**src/rtl/mcp3202_spi_responder.sv**
```systemverilog
// MCP3202 12-bit ADC emulator: SPI mode 0,0 responder with cs/sck/mosi synchronizers.
// Define MCP3202_LSBF_EN to append the LSB-first tail (B1..B11) when msbf=0.
module mcp3202_spi_responder #(
  parameter int SYNC_STAGES = 2
) (
  input  logic        clk,
  input  logic        rst_n,
  input  logic        sck,
  input  logic        cs,
  input  logic        mosi,
  output logic        miso,
  output logic        miso_oe,
  input  logic [11:0] ch0_sample,
  input  logic [11:0] ch1_sample,
  output logic [2:0]  cfg,
  output logic        sample_latch,
  output logic        frame_done,
  output logic        frame_err,
  output logic        busy
);

  typedef enum logic [3:0] {
    ST_IDLE, ST_WAIT_START, ST_SGL, ST_ODD, ST_MSBF,
    ST_NULL, ST_DATA, ST_LSB, ST_HOLD
  } state_t;

  state_t state, state_nxt;

  logic [SYNC_STAGES-1:0] sck_sync, cs_sync, mosi_sync;
  logic        sck_d;
  logic        sck_s, cs_n_s, mosi_s, sck_rise, sck_fall;
  logic [1:0]  cmd, cmd_nxt;      // {sgl, odd} gathered during the command phase
  logic [2:0]  cfg_nxt;
  logic [3:0]  bit_cnt, cnt_nxt;
  logic [11:0] word;
  logic        miso_nxt, oe_nxt, latch_nxt, done_nxt, err_nxt;

  // Pin synchronizers: cs idles deasserted, so its chain resets to 1
  always_ff @(posedge clk or negedge rst_n) begin
    if (!rst_n) begin
      sck_sync  <= '0;
      cs_sync   <= '1;
      mosi_sync <= '0;
      sck_d     <= 1'b0;
    end else begin
      sck_sync  <= {sck_sync[SYNC_STAGES-2:0], sck};
      cs_sync   <= {cs_sync[SYNC_STAGES-2:0], cs};
      mosi_sync <= {mosi_sync[SYNC_STAGES-2:0], mosi};
      sck_d     <= sck_sync[SYNC_STAGES-1];
    end
  end

  assign sck_s    = sck_sync[SYNC_STAGES-1];
  assign cs_n_s   = cs_sync[SYNC_STAGES-1];
  assign mosi_s   = mosi_sync[SYNC_STAGES-1];
  assign sck_rise = sck_s & ~sck_d;
  assign sck_fall = ~sck_s & sck_d;
  assign busy     = (state != ST_IDLE);

  always_comb begin
    state_nxt = state;
    cmd_nxt   = cmd;
    cfg_nxt   = cfg;
    cnt_nxt   = bit_cnt;
    miso_nxt  = miso;
    oe_nxt    = miso_oe;
    latch_nxt = 1'b0;
    done_nxt  = 1'b0;
    err_nxt   = 1'b0;
    // cs deassertion has priority over any coincident sck edge
    if (cs_n_s) begin
      state_nxt = ST_IDLE;
      miso_nxt  = 1'b0;
      oe_nxt    = 1'b0;
      err_nxt   = (state inside {ST_SGL, ST_ODD, ST_MSBF, ST_NULL, ST_DATA, ST_LSB});
    end else begin
      case (state)
        ST_IDLE:       state_nxt = ST_WAIT_START;
        ST_WAIT_START: if (sck_rise && mosi_s) state_nxt = ST_SGL;
        ST_SGL: if (sck_rise) begin
          cmd_nxt[1] = mosi_s;
          state_nxt  = ST_ODD;
        end
        ST_ODD: if (sck_rise) begin
          cmd_nxt[0] = mosi_s;
          state_nxt  = ST_MSBF;
        end
        ST_MSBF: if (sck_rise) begin
          cfg_nxt   = {cmd, mosi_s};
          state_nxt = ST_NULL;
        end
        ST_NULL: if (sck_fall) begin
          latch_nxt = 1'b1;
          oe_nxt    = 1'b1;
          miso_nxt  = 1'b0;
          cnt_nxt   = 4'd0;
          state_nxt = ST_DATA;
        end
        ST_DATA: if (sck_fall) begin
          miso_nxt = word[4'd11 - bit_cnt];
          cnt_nxt  = bit_cnt + 4'd1;
          if (bit_cnt == 4'd11) begin
`ifdef MCP3202_LSBF_EN
            if (!cfg[0]) begin
              // B0 is shared; the LSB-first tail starts at B1
              state_nxt = ST_LSB;
              cnt_nxt   = 4'd1;
            end else begin
              state_nxt = ST_HOLD;
              done_nxt  = 1'b1;
            end
`else
            state_nxt = ST_HOLD;
            done_nxt  = 1'b1;
`endif
          end
        end
        ST_LSB: if (sck_fall) begin
          miso_nxt = word[bit_cnt];
          cnt_nxt  = bit_cnt + 4'd1;
          if (bit_cnt == 4'd11) begin
            state_nxt = ST_HOLD;
            done_nxt  = 1'b1;
          end
        end
        ST_HOLD: if (sck_fall) miso_nxt = 1'b0;
        default: state_nxt = ST_IDLE;
      endcase
    end
  end

  always_ff @(posedge clk or negedge rst_n) begin
    if (!rst_n) begin
      state        <= ST_IDLE;
      cmd          <= 2'b00;
      cfg          <= 3'b000;
      bit_cnt      <= 4'd0;
      miso         <= 1'b0;
      miso_oe      <= 1'b0;
      sample_latch <= 1'b0;
      frame_done   <= 1'b0;
      frame_err    <= 1'b0;
    end else begin
      state        <= state_nxt;
      cmd          <= cmd_nxt;
      cfg          <= cfg_nxt;
      bit_cnt      <= cnt_nxt;
      miso         <= miso_nxt;
      miso_oe      <= oe_nxt;
      sample_latch <= latch_nxt;
      frame_done   <= done_nxt;
      frame_err    <= err_nxt;
    end
  end

  // Channel word is data only; it is always written before DATA reads it
  always_ff @(posedge clk) begin
    if (latch_nxt) word <= cmd[0] ? ch1_sample : ch0_sample;
  end

endmodule

```
**config.mk**
```make
export PLATFORM = sky130hd
export DESIGN_NAME = mcp3202_spi_responder
export DESIGN_NICKNAME = d
export VERILOG_FILES = /design/src/rtl/mcp3202_spi_responder.sv
export SDC_FILE = /design/constraint.sdc
export NUM_CORES = 1
export LEC_CHECK = 0
export ABC_AREA = 1
export CORE_MARGIN = 3
export CORE_UTILIZATION = 55
export CTS_BUF_LIST = sky130_fd_sc_hd__clkbuf_8
export DETAILED_ROUTE_END_ITERATION = 8
export PLACE_DENSITY = 0.9
export SLEW_MARGIN = 30
export SYNTH_ARGS = -nofsm -noshare
export SYNTH_HDL_FRONTEND = slang
export SYNTH_SLANG_ARGS = --single-unit
```
**constraint.sdc**
```tcl
create_clock -name clk -period 3.2 [get_ports clk]
set_input_delay 0.32 -clock clk [delete_from_list [all_inputs] [get_ports clk]]
set_output_delay 0.32 -clock clk [all_outputs]
set_load 0.01 [all_outputs]
```
Yosys cells after proc, flatten, opt, wreduce, memory -nomap -nowiden --
Cells that the tools add are included.
Storage, ports and cells: bits in registers 37, output and inout bits 9, logic and storage cells 96
Cells by class: add/subtract/negate cells 2, order comparisons 2, equal/unequal tests 22, multiplexer cells 33, bitwise operators 5, reductions and logical operators 17
Operator list (count):
- $mux W4 | 10
- $pmux W4 S8 | 1
- $ne A3 B3 Y1 const B | 7
- $mux W1 | 17
- $eq A4 B3 Y1 const B | 4
- $mux W12 | 1
- $lt A4 B5 Y1 const B | 2
- $ne A3 B1 Y1 const B | 3
- $reduce_and A3 Y1 | 3
- $bmux W1 S4 | 2
- $eq A4 B2 Y1 const B | 2
- $eq A4 B4 Y1 const B | 2
- $pmux W4 S2 | 1
- $reduce_and A4 Y1 | 2
- $reduce_and A8 Y1 | 1
- $reduce_bool A4 Y1 | 2
- $reduce_bool A2 Y1 | 3
- $reduce_bool A6 Y1 | 1
- $add A4 B1 Y4 const B | 1
- $eq A4 B1 Y1 const B | 1
- $logic_not A4 Y1 | 1
- $ne A2 B2 Y1 const B | 2
- $reduce_or A2 Y1 | 2
- $sub A4 B4 Y4 const A | 1
- 6 further kinds | 9

Logic depth before layout (Yosys ltp) --
Gate-level depths: netlist of the first run.
depth in word-level cells 6, gate-level depth with buffers 10, mapped depth without buffers 10

Least setup slack after synthesis of the first run --
Ideal clock, no wire load.
path kind register -> register, from reg sck_sync[1], to reg word[0], enable pin, setup time 0.384 ns, arrival 1.436 ns, required time 2.816 ns, setup slack 1.380 ns, cell stages (with the launch flop) 6, period minus slack after synthesis 1.820 ns, cells stage by stage dfrtp_1 > nor2_1 > inv_1 > nor2_1 > inv_1 > nor2_1
Between the ends: longest elaborated chain between the ends 5
RTL lines:
- start, declared | line 29 | logic [SYNC_STAGES-1:0] sck_sync, cs_sync, mosi_sync;
- start signal, assigned | line 46 | sck_sync <= {sck_sync[SYNC_STAGES-2:0], sck};
- $not A1 Y1 | line 57 | assign sck_fall = ~sck_s & sck_d;
- $and A1 B1 Y1 | line 57
- $mux W1 | line 92 | ST_NULL: if (sck_fall) begin
- $mux W1 | line 77 | case (state)
- $mux W1 | line 71 | if (cs_n_s) begin
- named net latch_nxt | line 36 | logic miso_nxt, oe_nxt, latch_nxt, done_nxt, err_nxt;
- end signal, assigned | line 158 | if (latch_nxt) word <= cmd[0] ? ch1_sample : ch0_sample;
- end, declared | line 35 | logic [11:0] word;
The timed path passes the listed nets, and every way through them passes these cells. A chain may end at the register's enable or synchronous reset.

Worst setup path after layout of the first run --
from reg state[1], to out busy
Between the ends: longest elaborated chain between the ends 1
RTL lines:
- start, declared | line 27 | state_t state, state_nxt;
- start signal, assigned | line 144 | state <= state_nxt;
- $reduce_bool A4 Y1 | line 58 | assign busy = (state != ST_IDLE);
- end, declared | line 19 | output logic busy
No other way between the ends.

==> impl_summary.log, run 1 <==
INFO  metric status = complete, but fails checks
INFO  metric violated_checks = negative hold slack
INFO  metric commonest_non_fill_non_tap_cell_in_the_layout = nand2_1
INFO  metric dr_total_vias = 1,702
INFO  metric synth-seq-area-share = 0.519
INFO  metric avgRoutedWirePerCell = 12.7 um
INFO  metric detailedPlacementHpwl = 3080 um
INFO  metric timing.final.max_slew_violations = 0
INFO  metric ir_worst_vdd = 0.395 mV
INFO  metric clock_latency_at_the_later_pin_of_the_worst_skew_pair = 300 ps
INFO  metric die_w = 64.8 um
INFO  metric area_growth_syn_to_layout = 27.1%
INFO  metric cts_tree = built
INFO  metric critical_path_peak_fanout = 7
INFO  metric worst_setup_hold_path_clk_slew = 80 ps
INFO  metric finalCritPeriodShare = 0.596
INFO  metric period_needed = 1910 ps
INFO  metric route.detailed.drc = 0
INFO  metric die_h = 64.8 um
INFO  metric grt_start_max_net_pins = 26
INFO  metric design.final.nets = 310
INFO  metric critical_path_endpoint_category = output pin
INFO  metric total_area_of_multi_input_combinational_cells = 810 um^2
INFO  metric clock-sinks = 37
INFO  metric layout-drive-gt1-share = 0.0750
INFO  metric fin_tns_setup = 0 ps
INFO  metric detailedRoute.firstPassIterationCount = 5
INFO  metric clock_tree.htree_level_count = 2
INFO  metric die_area = 4200 um^2
INFO  metric synth_cell_types = 25
INFO  metric first_global_vias = 1,594
INFO  metric timing.max_cap.violations = 0
INFO  metric yosysWarningCount = 0
INFO  metric power-per-cell-area = 645 nW/um^2
INFO  metric syn-cell-area = 1900 um^2
INFO  metric number_of_antenna_violations_at_the_first_check_in_global_routing = 0
INFO  metric cts_buffer_depth = 2
INFO  metric grt_use_total = 0.219
INFO  metric skew = 8.10 ps
INFO  metric cts_root_buffer = clkbuf_8
INFO  metric max_slew.worst_pin.slew = 540 ps
INFO  metric seq_area = 988 um^2
INFO  metric fmax = 0.524 GHz
INFO  metric p_leak = 1.11 nW
INFO  metric worst-endpoint-required = 2880 ps
INFO  metric num-fill-cells = 218
INFO  metric rsz0062_at_grt = no
INFO  metric synthesis.area_per_instance = 7.93 um^2
INFO  metric routed_via_density = 5.25
INFO  metric finalWeightedCongestion = 0.907
INFO  metric place.port_buffers = 37
INFO  metric timing.max_slew.rel_slack = 0.640
INFO  metric floorplan.io_pins = 38
INFO  metric grt_pass1_wl = 6980 um
INFO  metric post-cts-setup-buffer-count = 0
INFO  metric reg2reg_setup_slack = 1540 ps
INFO  metric grt-ovfl-total = 0
INFO  metric finalHoldViolations = 7
INFO  metric start_util = 0.599
INFO  metric synthCells = 240
INFO  metric syn_nets = 271
INFO  metric ys_seq_elements = 37
INFO  metric setup_viol = 0
INFO  metric cts_repair_resize_count = 0
INFO  metric detail-route-antenna-nets = 0
INFO  metric timing.critical_path.arrival = 1590 ps
INFO  metric cts_hold_buf = 0
INFO  metric classification_of_the_worst_slack_hold_path = primary input to asynchronous set/reset pin
INFO  metric highest_count_cells_in_the_layout_ignoring_fill_and_taps = 88 x nand2_1, 36 x clkdlybuf4s50_1, 29 x nand3_1
INFO  metric numCtsBuffers = 5
INFO  metric antenna_cells_inserted = 0
INFO  metric drt_first_iter_violations = 193
INFO  metric totalWireLength = 4110 um
INFO  metric crit_path_start_kind = flop
INFO  metric row_count = 20
INFO  metric final_core_util = 0.761
INFO  metric fin_worst_hold_slack = -3.32 ps
INFO  metric coreArea = 3180 um^2
INFO  metric criticalPathCategory = flop to output pin
==> cell families after synthesis <==
group                      Yosys count  synth area share
and+or+nand+nor                    150             0.335
DFF                                 37             0.519
buffers and inverters               27            0.0552
AOI/OAI and AO/OA                   21            0.0618
xor gates and xnor gates             2           0.00921
adders and majority gates            2            0.0131
muxes                                1           0.00592
==> critical path: stages, from the launching register on <==
cell,delay (ps)
dfrtp_1,460
nor2_1,260
nand2_1,90
clkdlybuf4s50_1,480
==> worst paths after layout <==
path,start,end,depth (start not counted)
max,state[1],busy,3
min,rst_n,state[0],1
max reg2reg,sck_sync[1],word[4],6
min reg2reg,sck_sync[0],sck_sync[1],0
max in group asynchronous,rst_n,cs_sync[0],1
min in group clk,sck_sync[0],sck_sync[1],0
==> power breakdown <==
part           internal [mW]  switching, mW  leakage [nW]
Combinational          0.212          0.293         0.617
Clock                  0.234          0.172        0.0587
Sequential             0.559         0.0899         0.432
==> registers in the layout, summed over array words and instances (netlist names) <==
signal and count:
sample_latch 1, sck_d 1, frame_err 1, mosi_sync 2, word 12, sck_sync 2, state 4, cfg 3
bit_cnt 4, cmd 2, miso_oe 1, frame_done 1, cs_sync 2, miso 1
==> per-layer routing <==
layer | part of all wire | routed length, um | up-vias | track usage
met5 | 0 | 0 | - | 0
met2 | 0.50 | 2050 | 59 | 0.358
met1 | 0.43 | 1760 | 782 | 0.287
met4 | 0.018 | 74 | 0 | 0.0844
li1 | - | - | 853 | -
met3 | 0.056 | 231 | 8 | 0.0451
==> metrics by stage <==
| step | area (um^2) | hold slack (ps) | instances | setup slack [ps] | total power [mW] |
|---|---|---|---|---|---|
| final | 2420 | -3.32 | 324 | 1290 | 1.56 |
| after global routing | 2420 | 39.8 | 324 | 1150 | 1.67 |
| after CTS | 2420 | 6.36 | 324 | 1290 | 1.56 |
| after detailed placement | 2300 | 328 | 316 | 1590 | 1.15 |
| after global placement | 2310 | 332 | 316 | 1600 | 1.13 |
| after floorplan | 1900 | 24.4 | 240 | 1380 | 0.984 |
==> cell usage after synthesis <==
cell      number  area, um^2
inv_1         20        75.1
o21bai_1       1        7.51
nand4_1        3        18.8
nand2_2        3        18.8
inv_2          1        3.75
nor3_1         2        10.0
dfrtp_1       23         576
nand2_1       88         330
o21ai_1        1        5.00
buf_2          3        15.0
a21oi_1        8        40.0
o21ai_0        5        25.0
nor3_2         1        10.0
clkbuf_1       3        11.3
o21ai_2        1        8.76
nor2_1        22        82.6
nor2_2         1        6.26
edfxtp_1      12         360
ha_1           2        25.0
a31oi_1        5        31.3
dfstp_2        2        52.6
nand3_1       29         145
xor2_1         2        17.5
mux2_2         1        11.3
nor3_4         1        16.3
==> area by class of cell <==
type,instances,area share
clock buffers,5,0.0285
well taps,44,0.0228
repair buffers,38,0.154
multi-input cells,176,0.335
inverters,21,0.0326
flip-flops and latches,37,0.409
clock inverters,3,0.0186
Power figures use the tool's default switching activity.
==> run 2: changes to the inputs <==
Settings changed: CORE_UTILIZATION 55 to 53, PLACE_DENSITY 0.9 to 0.88.
Clock period 3.2 ns to 1.9 ns, I/O delays scaled along.
==> run 2 against run 1 <==
The run now ends clean. Worst hold slack improved by 260 ps. Critical path type unchanged. Clock skew decreased by 1.3 ps. Combinational power grew 75%. Critical path depth did not move.
==> impl_summary.log, run 2 (synthesis gave the netlist of run 1 again) <==
INFO  metric max_flop_register = word
INFO  metric combPwrFrac = 0.335 (+0.011)
INFO  metric timing.final.max_slew_violations = 0 (unchanged)
INFO  metric power-per-cell-area = 1080 nW/um^2 (+67%)
INFO  metric fin_tns_setup = 0 ps (unchanged)
INFO  metric detailedPlacementHpwl = 2970 um (-3.5%)
INFO  metric p_leak = 1.12 nW (+0.99%)
INFO  metric setup_viol = 0 (unchanged)
INFO  metric finalHoldViolations = 0 (-7)
INFO  metric grt-ovfl-total = 0 (unchanged)
INFO  metric slowest_stage = clkdlybuf4s50_1
INFO  metric status = completed
INFO  metric ir_worst_vdd = 0.521 mV (+32%)
INFO  metric highest_count_cells_in_the_layout_ignoring_fill_and_taps = 88 x nand2_1, 37 x clkdlybuf4s50_1, 29 x nand3_1
INFO  metric commonest_non_fill_non_tap_cell_in_the_layout = nand2_1
INFO  metric die_h = 65.9 um (+1.7%)
INFO  metric antenna_cells_inserted = 0 (unchanged)
INFO  metric clock_latency_at_the_later_pin_of_the_worst_skew_pair = 290 ps (about the same)
INFO  metric timing.critical_path.arrival = 1540 ps (-50 ps)
INFO  metric reg.largest.list = word: 12 flops, bit_cnt: 4 flops, state: 4 flops
INFO  metric criticalPathCategory = flop to output pin
INFO  metric clock_tree.htree_level_count = 2 (unchanged)
INFO  metric largest_register_ff_count = 12 (unchanged)
INFO  metric crit_path_start_kind = flop
INFO  metric p_int = 1.71 mW (+70%)
INFO  metric finalCritPeriodShare = 0.911
INFO  metric finalWeightedCongestion = 0.966 (+6.5%)
INFO  metric critical_path_peak_fanout = 7 (unchanged)
INFO  metric area_growth_syn_to_layout = 28.4%
INFO  metric grt_pass1_wl = 6560 um (-6.1%)
INFO  metric reg2reg_setup_slack = 330 ps (-1210 ps)
INFO  metric timing.max_cap.violations = 0 (unchanged)
INFO  metric series_of_cell_instances_along_the_critical_path = nor2_1, nand2_1, clkdlybuf4s50_1
INFO  metric max_slew.worst_pin.slew = 424 ps (-116 ps)
INFO  metric cts_root_buffer = clkbuf_8
INFO  metric path_delay_family = buffers and inverters
INFO  metric dr_total_vias = 1,693 (-0.53%)
INFO  metric first_global_vias = 1,546 (-3.0%)
INFO  metric totalWireLength = 3970 um (-3.4%)
INFO  metric power.share.clock = 0.259 (about the same)
INFO  metric cpPeakStageDelay = 480 ps (about the same)
INFO  metric grt_use_total = 0.202 (-0.0177)
INFO  metric clock-sinks = 37 (unchanged)
INFO  metric timing.max_slew.rel_slack = 0.717 (+0.0775)
INFO  metric cts_tree = built
INFO  metric switching_portion_of_total_power = 0.353 (-0.00327)
INFO  metric routed_via_density = 5.16 (-1.7%)
INFO  metric die_w = 65.9 um (+1.7%)
INFO  metric classification_of_the_worst_slack_hold_path = primary input to asynchronous set/reset pin
INFO  metric rsz0062_at_grt = no
INFO  metric avgRoutedWirePerCell = 12.1 um (-4.6%)
INFO  metric fin_worst_hold_slack = 253 ps (+256 ps)
INFO  metric coreArea = 3390 um^2 (+6.7%)
INFO  metric fmax = 0.578 GHz
INFO  metric critPathBufInv = 1 (unchanged)
INFO  metric design.final.nets = 312 (+0.65%)
INFO  metric route.detailed.drc = 0 (unchanged)
INFO  metric drt_first_iter_violations = 149 (-23%)
INFO  metric worst_setup_hold_path_clk_slew = 70 ps (about the same)
INFO  metric layout-drive-gt1-share = 0.0816 (+0.00656)
INFO  metric start_util = 0.561 (-0.0374)
INFO  metric place.port_buffers = 37 (unchanged)
INFO  metric grt_start_max_net_pins = 26 (unchanged)
INFO  metric die_area = 4350 um^2 (+3.4%)
INFO  metric cts_buffer_depth = 2 (unchanged)
INFO  metric floorplan.io_pins = 38 (unchanged)
INFO  metric row_count = 21 (+5.0%)
INFO  metric skew = 6.85 ps (-1.25 ps)
INFO  metric number_of_antenna_violations_at_the_first_check_in_global_routing = 0 (unchanged)
INFO  metric numCtsBuffers = 5 (unchanged)
INFO  metric worst-endpoint-required = 1710 ps (-1170 ps)
INFO  metric detailedRoute.firstPassIterationCount = 4 (-1)
INFO  metric pwr-share-seq = 0.407 (-0.009)
INFO  metric period_needed = 1730 ps
INFO  metric critical_path_endpoint_category = output pin
INFO  metric detail-route-antenna-nets = 0 (unchanged)
INFO  metric cts_hold_buf = 0 (unchanged)
INFO  metric total_net_switching_power = 0.930 mW (+68%)
[run 2: cell count changes in the layout (fill, tap and decap cells not counted)]
cell,before,now
buf_4,1,3
buf_2,1,0
clkdlybuf4s50_1,36,37
nor2_1,22,21
nor2_2,1,2
[run 2: cell type report]
cell class | count | area, um^2
flip-flops and latches | 37 | 988
inverters | 21 | 78.8
clock buffers | 5 | 68.8
fillers | 247 | 946
repair buffers | 40 | 393
well taps | 46 | 57.6
clock inverters | 3 | 45.0
multi-input cells | 176 | 812
[run 2: stage by stage]
step,cells,utilization,setup slack (ps),instance area (um^2),power [mW]
floorplan,240,-,79.8,1900,1.66
global placement,320,0.687,399,2330,1.93
detailed placement,320,0.687,388,2330,1.95
CTS,328,0.720,86.7,2440,2.64
global route,328,0.721,63.4,2440,2.82
finish,328,0.721,169,2440,2.64
[run 2: what timing repair did]
action,in CTS,in global routing
gates resized for setup,0,1
setup endpoints to repair,0,1
buffers inserted,0,0
[run 2: worst paths after layout]
check | startpoint | end | cells past startpoint
min | rst_n | state[0] | 2
max reg2reg | cs_sync[1] | state[0] | 7
min in group clk | cs | cs_sync[0] | 1
max in group asynchronous | rst_n | cs_sync[1] | 2
max | state[1] | busy | 3
min reg2reg | mosi_sync[0] | mosi_sync[1] | 0
[run 2: power groups by stage]
| stage | logic (mW) | clock network (mW) | registers, mW |
|---|---|---|---|
| 6_report | 0.882 | 0.682 | 1.07 |
| 3_5_place_dp | 0.866 | 0 | 1.09 |
| 3_3_place_gp | 0.847 | 0 | 1.08 |
| 4_1_cts | 0.874 | 0.694 | 1.07 |
| 5_1_grt | 1.00 | 0.726 | 1.09 |
| 2_1_floorplan | 0.617 | 0 | 1.04 |
[run 2: layer usage]
metal,share of wire,up-vias,track usage
li1,-,858,-
met1,0.46,770,0.256
met2,0.46,56,0.315
met3,0.054,9,0.0544
met4,0.027,0,0.101
met5,0,-,0
